## config.mk

```make
export PLATFORM = sky130hd
export DESIGN_NAME = uart_tx_arbiter
export DESIGN_NICKNAME = d
export VERILOG_FILES = /design/src/rtl/uart_tx_arbiter.sv
export SDC_FILE = /design/constraint.sdc
export NUM_CORES = 1
export LEC_CHECK = 0
export ABC_AREA = 1
export BUFFER_PORTS_ARGS = -buffer_cell sky130_fd_sc_hd__buf_2
export CAP_MARGIN = 40
export CELL_PAD_IN_SITES_DETAIL_PLACEMENT = 0
export CELL_PAD_IN_SITES_GLOBAL_PLACEMENT = 1
export CORE_MARGIN = 5
export CORE_UTILIZATION = 42
export DETAILED_ROUTE_END_ITERATION = 8
export PLACE_DENSITY = 0.74
export SLEW_MARGIN = 40
export SYNTH_ARGS = -nofsm -noshare
export SYNTH_HDL_FRONTEND = slang
export SYNTH_SLANG_ARGS = --single-unit
```

## constraint.sdc

```tcl
create_clock -name lpc_clk -period 2 [get_ports lpc_clk]
set_input_delay 0.4 -clock lpc_clk [delete_from_list [all_inputs] [get_ports lpc_clk]]
set_output_delay 0.4 -clock lpc_clk [all_outputs]
set_load 0.005 [all_outputs]
```

## src/rtl/uart_tx_arbiter.sv

```systemverilog
// uart_tx_arbiter: two per-source byte FIFOs drained round-robin
// into one UART transmitter, one start pulse per byte.

module uart_tx_fifo #(
  parameter int DEPTH_LOG2 = 2
) (
  input  logic       clk,
  input  logic       rst_n,
  input  logic [7:0] wdata,
  input  logic       accept,
  input  logic       pop,
  output logic [7:0] head,
  output logic       empty,
  output logic       full,
  output logic       drop
);

  localparam int DEPTH = 1 << DEPTH_LOG2;
  localparam int CW = DEPTH_LOG2 + 1;
  localparam logic [CW-1:0] CNT_FULL = CW'(DEPTH);
  localparam logic [CW-1:0] CNT_ONE = CW'(1);
  localparam logic [DEPTH_LOG2-1:0] PTR_ONE =
    DEPTH_LOG2'(1);

  logic [7:0]            mem [DEPTH];
  logic [DEPTH_LOG2-1:0] wptr;
  logic [DEPTH_LOG2-1:0] rptr;
  logic [CW-1:0]         cnt;
  logic [CW-1:0]         cnt_nxt;
  logic                  at_full;
  logic                  push;
  logic                  pull;

  // fullness is judged on the pre-edge count, even if a pop
  // happens on the same edge
  assign at_full = (cnt == CNT_FULL);
  assign empty   = (cnt == '0);
  assign push    = accept & ~at_full;
  assign pull    = pop & ~empty;
  assign head    = mem[rptr];

  // occupancy after this edge
  always_comb begin
    cnt_nxt = cnt;
    unique case ({push, pull})
      2'b10:   cnt_nxt = cnt + CNT_ONE;
      2'b01:   cnt_nxt = cnt - CNT_ONE;
      default: cnt_nxt = cnt;
    endcase
  end

  // pointers, count and the registered full/drop flags
  always_ff @(posedge clk or negedge rst_n) begin
    if (!rst_n) begin
      wptr <= '0;
      rptr <= '0;
      cnt  <= '0;
      full <= 1'b0;
      drop <= 1'b0;
    end else begin
      if (push) wptr <= wptr + PTR_ONE;
      if (pull) rptr <= rptr + PTR_ONE;
      cnt  <= cnt_nxt;
      full <= (cnt_nxt == CNT_FULL);
      drop <= accept & at_full;
    end
  end

  // byte storage; slots are don't-care until written
  always_ff @(posedge clk) begin
    if (push) mem[wptr] <= wdata;
  end

endmodule

module uart_tx_arbiter #(
  parameter int DEPTH_LOG2   = 2,
  parameter int BUSY_TIMEOUT = 4
) (
  input  logic       lpc_clk,
  input  logic       lpc_rst,
  input  logic [7:0] a_data,
  input  logic       a_valid,
  input  logic [7:0] b_data,
  input  logic       b_valid,
  output logic       a_full,
  output logic       b_full,
  output logic       a_drop,
  output logic       b_drop,
  output logic [7:0] tx_data,
  output logic       tx_start,
  input  logic       tx_busy,
  output logic       host_busy,
  output logic       grant
);

  localparam int TW = $clog2(BUSY_TIMEOUT + 1);
  localparam logic [TW-1:0] TMO_LAST =
    TW'(BUSY_TIMEOUT - 1);
  localparam logic [TW-1:0] TMO_ONE = TW'(1);

  typedef enum logic [1:0] {
    IDLE,
    WAIT_BUSY,
    WAIT_DONE
  } state_t;

  state_t     state;
  state_t     state_nxt;
  logic [TW-1:0] tmo;
  logic       a_valid_q;
  logic       b_valid_q;
  logic       a_accept;
  logic       b_accept;
  logic [7:0] a_head;
  logic [7:0] b_head;
  logic       a_empty;
  logic       b_empty;
  logic       issue;
  logic       pick_b;
  logic       a_pop;
  logic       b_pop;

  assign a_accept = a_valid & ~a_valid_q;
  assign b_accept = b_valid & ~b_valid_q;
  assign a_pop    = issue & ~pick_b;
  assign b_pop    = issue & pick_b;

  // valid history so a held-high valid yields one byte
  always_ff @(posedge lpc_clk or negedge lpc_rst) begin
    if (!lpc_rst) begin
      a_valid_q <= 1'b0;
      b_valid_q <= 1'b0;
    end else begin
      a_valid_q <= a_valid;
      b_valid_q <= b_valid;
    end
  end

  uart_tx_fifo #(
    .DEPTH_LOG2 (DEPTH_LOG2)
  ) u_fifo_a (
    .clk    (lpc_clk),
    .rst_n  (lpc_rst),
    .wdata  (a_data),
    .accept (a_accept),
    .pop    (a_pop),
    .head   (a_head),
    .empty  (a_empty),
    .full   (a_full),
    .drop   (a_drop)
  );

  uart_tx_fifo #(
    .DEPTH_LOG2 (DEPTH_LOG2)
  ) u_fifo_b (
    .clk    (lpc_clk),
    .rst_n  (lpc_rst),
    .wdata  (b_data),
    .accept (b_accept),
    .pop    (b_pop),
    .head   (b_head),
    .empty  (b_empty),
    .full   (b_full),
    .drop   (b_drop)
  );

  // scheduler next state and issue decision
  always_comb begin
    state_nxt = state;
    issue     = 1'b0;
    pick_b    = 1'b0;
    unique case (state)
      IDLE: begin
        if (!tx_busy && !(a_empty && b_empty)) begin
          issue = 1'b1;
          unique case (1'b1)
            a_empty: pick_b = 1'b1;
            b_empty: pick_b = 1'b0;
            default: pick_b = ~grant;
          endcase
          state_nxt = WAIT_BUSY;
        end
      end
      WAIT_BUSY: begin
        if (tx_busy) begin
          state_nxt = WAIT_DONE;
        end else if (tmo == TMO_LAST) begin
          state_nxt = IDLE;
        end
      end
      WAIT_DONE: begin
        if (!tx_busy) state_nxt = IDLE;
      end
      default: state_nxt = IDLE;
    endcase
  end

  // state register and busy-wait timeout counter
  always_ff @(posedge lpc_clk or negedge lpc_rst) begin
    if (!lpc_rst) begin
      state <= IDLE;
      tmo   <= '0;
    end else begin
      state <= state_nxt;
      if (state == WAIT_BUSY) tmo <= tmo + TMO_ONE;
      else                    tmo <= '0;
    end
  end

  // transmitter-facing byte, start pulse and last grant
  always_ff @(posedge lpc_clk or negedge lpc_rst) begin
    if (!lpc_rst) begin
      tx_data  <= 8'h00;
      tx_start <= 1'b0;
      grant    <= 1'b1;
    end else begin
      tx_start <= issue;
      if (issue) begin
        tx_data <= pick_b ? b_head : a_head;
        grant   <= pick_b;
      end
    end
  end

  assign host_busy = (state != IDLE) | tx_busy | a_full;

endmodule

```

==> results of run 1 <==
-- synth_stat cells --
master / instances
xnor2_1: 2
nand3_2: 9
o21ai_0: 3
inv_1: 75
o21ai_1: 1
nor2_4: 1
buf_4: 3
dfrtp_1: 34
inv_2: 8
o31ai_1: 1
nor2_1: 22
nor3_4: 1
ha_1: 12
fa_1: 2
nand3_1: 46
nand2_1: 127
and2_1: 2
clkbuf_1: 2
edfxtp_1: 64
a21oi_1: 4
xor2_1: 6
inv_4: 1
buf_8: 1
nor3_1: 2
clkinv_1: 1
buf_2: 6
dfstp_2: 1
o21ai_2: 1
or2_1: 1
nor2_2: 1
-- kinds of logic (layout without fill, tap and decap cells) --
logic type,Yosys count,after routing
AOI/OAI and AO/OA,10,10
and+or+nand+nor,212,212
adders and majority gates,14,14
DFF,99,99
buffers and inverters,97,180
xor gates and xnor gates,8,8
-- worst paths after layout --
check / from / cells after the start / to / slack, ns
max in group asynchronous: lpc_rst / 2 / grant / 1.57
setup reg to reg: u_fifo_b.cnt[1] / 15 / u_fifo_b.full / -0.07
setup / recovery: u_fifo_b.cnt[1] / 15 / u_fifo_b.full / -0.07
hold / removal: lpc_rst / 2 / tx_start / 0.07
hold reg to reg: a_valid_q / 1 / u_fifo_a.drop / 0.44
min in group lpc_clk: a_valid / 1 / a_valid_q / 0.16
-- state kept, by name (all words and copies together) (netlist names), 2 cells and up --
| name | count |
|---|---|
| state | 2 |
| tmo | 3 |
| tx_data | 8 |
| u_fifo_a.cnt | 3 |
| u_fifo_a.mem | 32 |
| u_fifo_a.rptr | 2 |
| u_fifo_a.wptr | 2 |
| u_fifo_b.cnt | 3 |
| u_fifo_b.mem | 32 |
| u_fifo_b.rptr | 2 |
| u_fifo_b.wptr | 2 |
-- power breakdown --
part | leakage, nW | switching [mW] | internal [mW] | total [mW]
Combinational | 1.43 | 1.65 | 1.16 | 2.81
Clock | 0.0971 | 0.670 | 0.583 | 1.25
Sequential | 1.01 | 0.246 | 2.62 | 2.87
-- worst max-delay path, stage by stage (launching register included) --
cell	delay, ns
dfrtp_1	0.41
inv_2	0.07
nand3_2	0.08
buf_6	0.14
nor2_4	0.11
nor2_4	0.05
nand2_2	0.06
inv_2	0.05
ha_4	0.15
inv_2	0.05
fa_2	0.43
nand2_2	0.08
o21ai_2	0.05
inv_1	0.07
nor2_1	0.04
and2_1	0.13
-- layout make-up --
type / count / area, µm²
fillers: 943 / 5019
flip-flops and latches: 99 / 2799
multi-input cells: 244 / 1313
repair buffers: 79 / 509.2
inverters: 85 / 321.6
well taps: 136 / 170.2
clock buffers: 10 / 127.6
clock inverters: 6 / 65.06
-- layer usage --
metal | part of all wire (%) | wire length [µm]
met5 | 0 | 0
met4 | 1.2 | 104
met3 | 4.7 | 401
met1 | 46 | 3913
met2 | 48 | 4035
-- stage by stage --
stage	total power [mW]	utilization, %
global placement	5.517	48.58
finish	6.928	51.39
CTS	6.937	50.92
global route	7.524	51.39
detailed placement	5.582	48.58
floorplan	4.640	-
-- repair_timing --
action | 4_1_cts | 5_1_grt
hold endpoints to repair | 0 | 0
pin swaps | 5 | 5
buffers inserted | 4 | 4
resized for setup | 7 | 6
cloned | 0 | 0
endpoints found under the setup margin | 3 | 6
==> results_dict.tcl, run 1 <==
set metrics [dict create \
    busiest_layer "met2" \
    drive_above_1_share_pct 25.05 \
    cts_buffers 9 \
    routabilityCongestion 0.7476 \
    rows 37 \
    min_period_over_period_pct 103.6 \
    dp_cells 635 \
    tritoncts "done" \
    fin_hold_ws_ns 0.07306 \
    synth_fa_ha_area_share_pct 4.270 \
    grt_pass1_wl_mm 14.36 \
    final_cell_mix "nand2_1, inv_1, edfxtp_1" \
    setup-tns-final_ns -0.07201 \
    drc 0 \
    hold_viol 0 \
    synthDominantCellAreaShare_pct 43.15 \
    max_freq_ghz 0.4826 \
    hold_path_class "primary input to asynchronous set/reset pin" \
    htreeDepth 3 \
    clock_insertion_delay_worst_skew_ns 0.36 \
    syn_to_final_growth_pct 19.10 \
    setup_violations 1 \
    slew_headroom_pct 68.38 \
    finalClockSkew_ns 0.007506 \
    critPathLaunchType "flop" \
    via_per_inst 4.513 \
    grt_max_degree 36 \
    synth.mux.area_fraction_pct 0 \
    grt_overflow 0 \
    routed_wl_mm 8.454 \
    firstDrtPassIters 4 \
    syn_nets 475 \
    postSynthAreaPerCell_um2 10.12 \
    io_buffers 35 \
    synth_top_area_cell "edfxtp_1" \
    outcome "finished, violations left" \
    syn_inst 440 \
    worstPathMaxFanout 3 \
    use_met2_pct 23.54 \
    hpwl_mm 5.872 \
    synth_top_family_by_area "simple AND/OR/NAND/NOR gates" \
    end_kind "flop" \
    n_antenna_cell 0 \
    ant_nets 0 \
    rsz0062_at_grt "true" \
    setup_ws_ns -0.07201 \
    fp.dieW_um 113.0 \
    clock_sinks 99 \
    fin_crit_ns 2.072 \
    vias 2974 \
    final_area_um2 5305 \
    ys_seq_area_share_pct 62.84 \
    synth-compound-area-share_pct 1.264 \
    ios 36 \
    crit_type "flop to flop" \
    core_um2 10320 \
    first_global_vias 3042 \
    die_y_um 113.0 \
    yosys_warnings 0 \
    worstPathArrival_ns 2.33 \
    gr-usage-met3_pct 3.904 \
    die-area_um2 12760 \
    ys_ff_latch 99 \
    synth_xor_area_share_pct 1.573 \
    start_util_pct 43.15 \
    synthSimpleGateAreaFrac_pct 21.15 \
    place_area_um2 5015 \
    grtUsageTotal_pct 14.47 \
    syn_area_um2 4454 \
    cts_hold_buffers 0 \
    clkSlewWorstSetupHoldPaths_ns 0.09 \
    p_leak_nw 2.536 \
    synth_cell_types 30 \
    mostFrequentLayoutCell "nand2_1" \
    maxSlewViolCount 0 \
    power_density_nw_per_um2 1306 \
    wl_per_cell_um 12.83 \
    antenna_found_initial 0 \
    pre_cts_ws_ns -0.1835 \
    critPathRequiredTime_ns 2.26 \
    drt-initial-drc-count 112 \
    drv_cap 0 \
    instances_no_fill 659 \
    vdd_drop_max_mv 0.4210 \
    clk_path_buf_depth 2 \
    tightest_slew_ns 0.4743 \
    violations "negative setup slack" \
    cts_root_buffer "clkbuf_8" \
    met1_usage_pct 18.68 \
    nets 553 \
    synth.area.top_cells "edfxtp_1, dfrtp_1, nand2_1" \
]
No activity file was read; power rests on OpenSTA's default activity.
==> run 2, diff against run 1 <==
--- a/config.mk
+++ b/config.mk
@@ -18,3 +18,4 @@
 export SYNTH_ARGS = -nofsm -noshare
 export SYNTH_HDL_FRONTEND = slang
 export SYNTH_SLANG_ARGS = --single-unit
+export TNS_END_PERCENT = 20
==> results_dict.tcl, run 2 (same netlist as run 1, synthesis figures left out) <==
set metrics [dict create \
    final_cell_mix "nand2_1, inv_1, edfxtp_1" \
    wl_per_cell_um 12.87 \
    grt_max_degree 36 \
    fp.dieW_um 113.0 \
    nets 551 \
    rsz0062_at_grt "true" \
    via_per_inst 4.510 \
    postLayoutCoreUtil_pct 51.22 \
    drc 0 \
    first_global_vias 3042 \
    crit_type "flop to flop" \
    pre_cts_ws_ns -0.1835 \
    routed_wl_mm 8.454 \
    hpwl_mm 5.872 \
    violations "negative setup slack" \
    vdd_drop_max_mv 0.4214 \
    routabilityCongestion 0.7476 \
    clock_insertion_delay_worst_skew_ns 0.36 \
    clkSlewWorstSetupHoldPaths_ns 0.09 \
    syn_to_final_growth_pct 18.71 \
    die-area_um2 12760 \
    hold_viol 0 \
    grt_pass1_wl_mm 14.36 \
    worstPathMaxFanout 3 \
    critPathRequiredTime_ns 2.25 \
    tritoncts "done" \
    fillers 948 \
    maxSlewViolCount 0 \
    grt_overflow 0 \
    end_kind "flop" \
    min_period_over_period_pct 103.6 \
    finalPower_mw 6.898 \
    critPathLaunchType "flop" \
    max_freq_ghz 0.4827 \
    fin_hold_ws_ns 0.07363 \
    reg_top3 "u_fifo_a.mem: 32 flops, u_fifo_b.mem: 32 flops, tx_data: 8 flops" \
    power_density_nw_per_um2 1305 \
    die_y_um 113.0 \
    clk_path_buf_depth 2 \
    cts_hold_buffers 0 \
    drt-initial-drc-count 111 \
    fin_crit_ns 2.072 \
    vias 2963 \
    slew_headroom_pct 68.48 \
    drv_cap 0 \
    cts_root_buffer "clkbuf_8" \
    mostFrequentLayoutCell "nand2_1" \
    core_um2 10320 \
    clock_sinks 99 \
    cts_buffers 9 \
    setup_violations 2 \
    drive_above_1_share_pct 24.18 \
    p_leak_nw 2.527 \
    setup_ws_ns -0.07172 \
    firstDrtPassIters 4 \
    worstPathArrival_ns 2.33 \
    htreeDepth 3 \
    rows 37 \
    grtUsageTotal_pct 14.47 \
    hold_path_class "primary input to asynchronous set/reset pin" \
    ant_nets 0 \
    outcome "finished, violations left" \
    start_util_pct 43.15 \
    finalClockSkew_ns 0.007815 \
    antenna_found_initial 0 \
    ios 36 \
    n_antenna_cell 0 \
    io_buffers 35 \
    tightest_slew_ns 0.4728 \
]
==> run 2: per-layer routing <==
metal	vias to the layer above	wire [µm]	global-route usage, %	part of all wire (%)
li1	1530	-	-	-
met1	1383	3934	18.68	47
met2	43	4022	23.54	48
met3	7	394	3.904	4.7
met4	0	104	5.208	1.2
met5	-	0	0	0
==> run 2: area by class of cell <==
cell class	count	area [µm²]	area share, %
sequential	99	2799	52.93
tap	136	170.2	3.218
multi-input combinational	244	1310	24.78
inverter	85	321.6	6.081
clock buffer	10	127.6	2.414
clock inverter	6	65.06	1.230
timing repair buffer	77	494.2	9.347
==> run 2: stage by stage <==
stage | area [µm²] | cells | TNS (ns)
final | 5288 | 657 | -0.07569
after global routing | 5288 | 657 | -0.5384
after CTS | 5256 | 655 | -0.07740
after detailed placement | 5015 | 635 | -0.3308
after global placement | 5015 | 635 | -0.1847
after floorplan | 4474 | 440 | -0.05107
==> run 2: power by group <==
| part | switching [mW] | internal, mW | leakage, nW |
|---|---|---|---|
| clock | 0.668 | 0.583 | 0.0971 |
| combinational | 1.64 | 1.14 | 1.42 |
| sequential | 0.247 | 2.62 | 1.01 |
| total | 2.55 | 4.35 | 2.53 |
==> run 2: timing repair <==
action                                  CTS  global route
setup buffers                             4             2
resized for setup                         7             3
endpoints found under the setup margin    3             6
pin swaps                                 5             3
endpoints found under the hold margin     0             0
==> run 2: worst paths after layout <==
path                                 start       endpoint  cells past startpoint  slack (ns)
min                                lpc_rst       tx_start                      2        0.07
min in group lpc_clk               a_valid      a_valid_q                      1        0.16
max in group asynchronous          lpc_rst          grant                      2        1.57
max reg2reg                u_fifo_b.cnt[1]  u_fifo_b.full                     15       -0.07
min reg2reg                      a_valid_q  u_fifo_a.drop                      1        0.44
max                        u_fifo_b.cnt[1]  u_fifo_b.full                     15       -0.07
==> run 2: worst max-delay path: stages (launching register included) <==
cell and delay [ns]:
dfrtp_1 0.41, inv_2 0.07, nand3_2 0.08, buf_6 0.14
nor2_4 0.11, nor2_4 0.05, nand2_2 0.06, inv_2 0.05
ha_4 0.15, inv_2 0.05, fa_2 0.43, nand2_2 0.08
o21ai_2 0.05, inv_1 0.07, nor2_1 0.04, and2_1 0.13
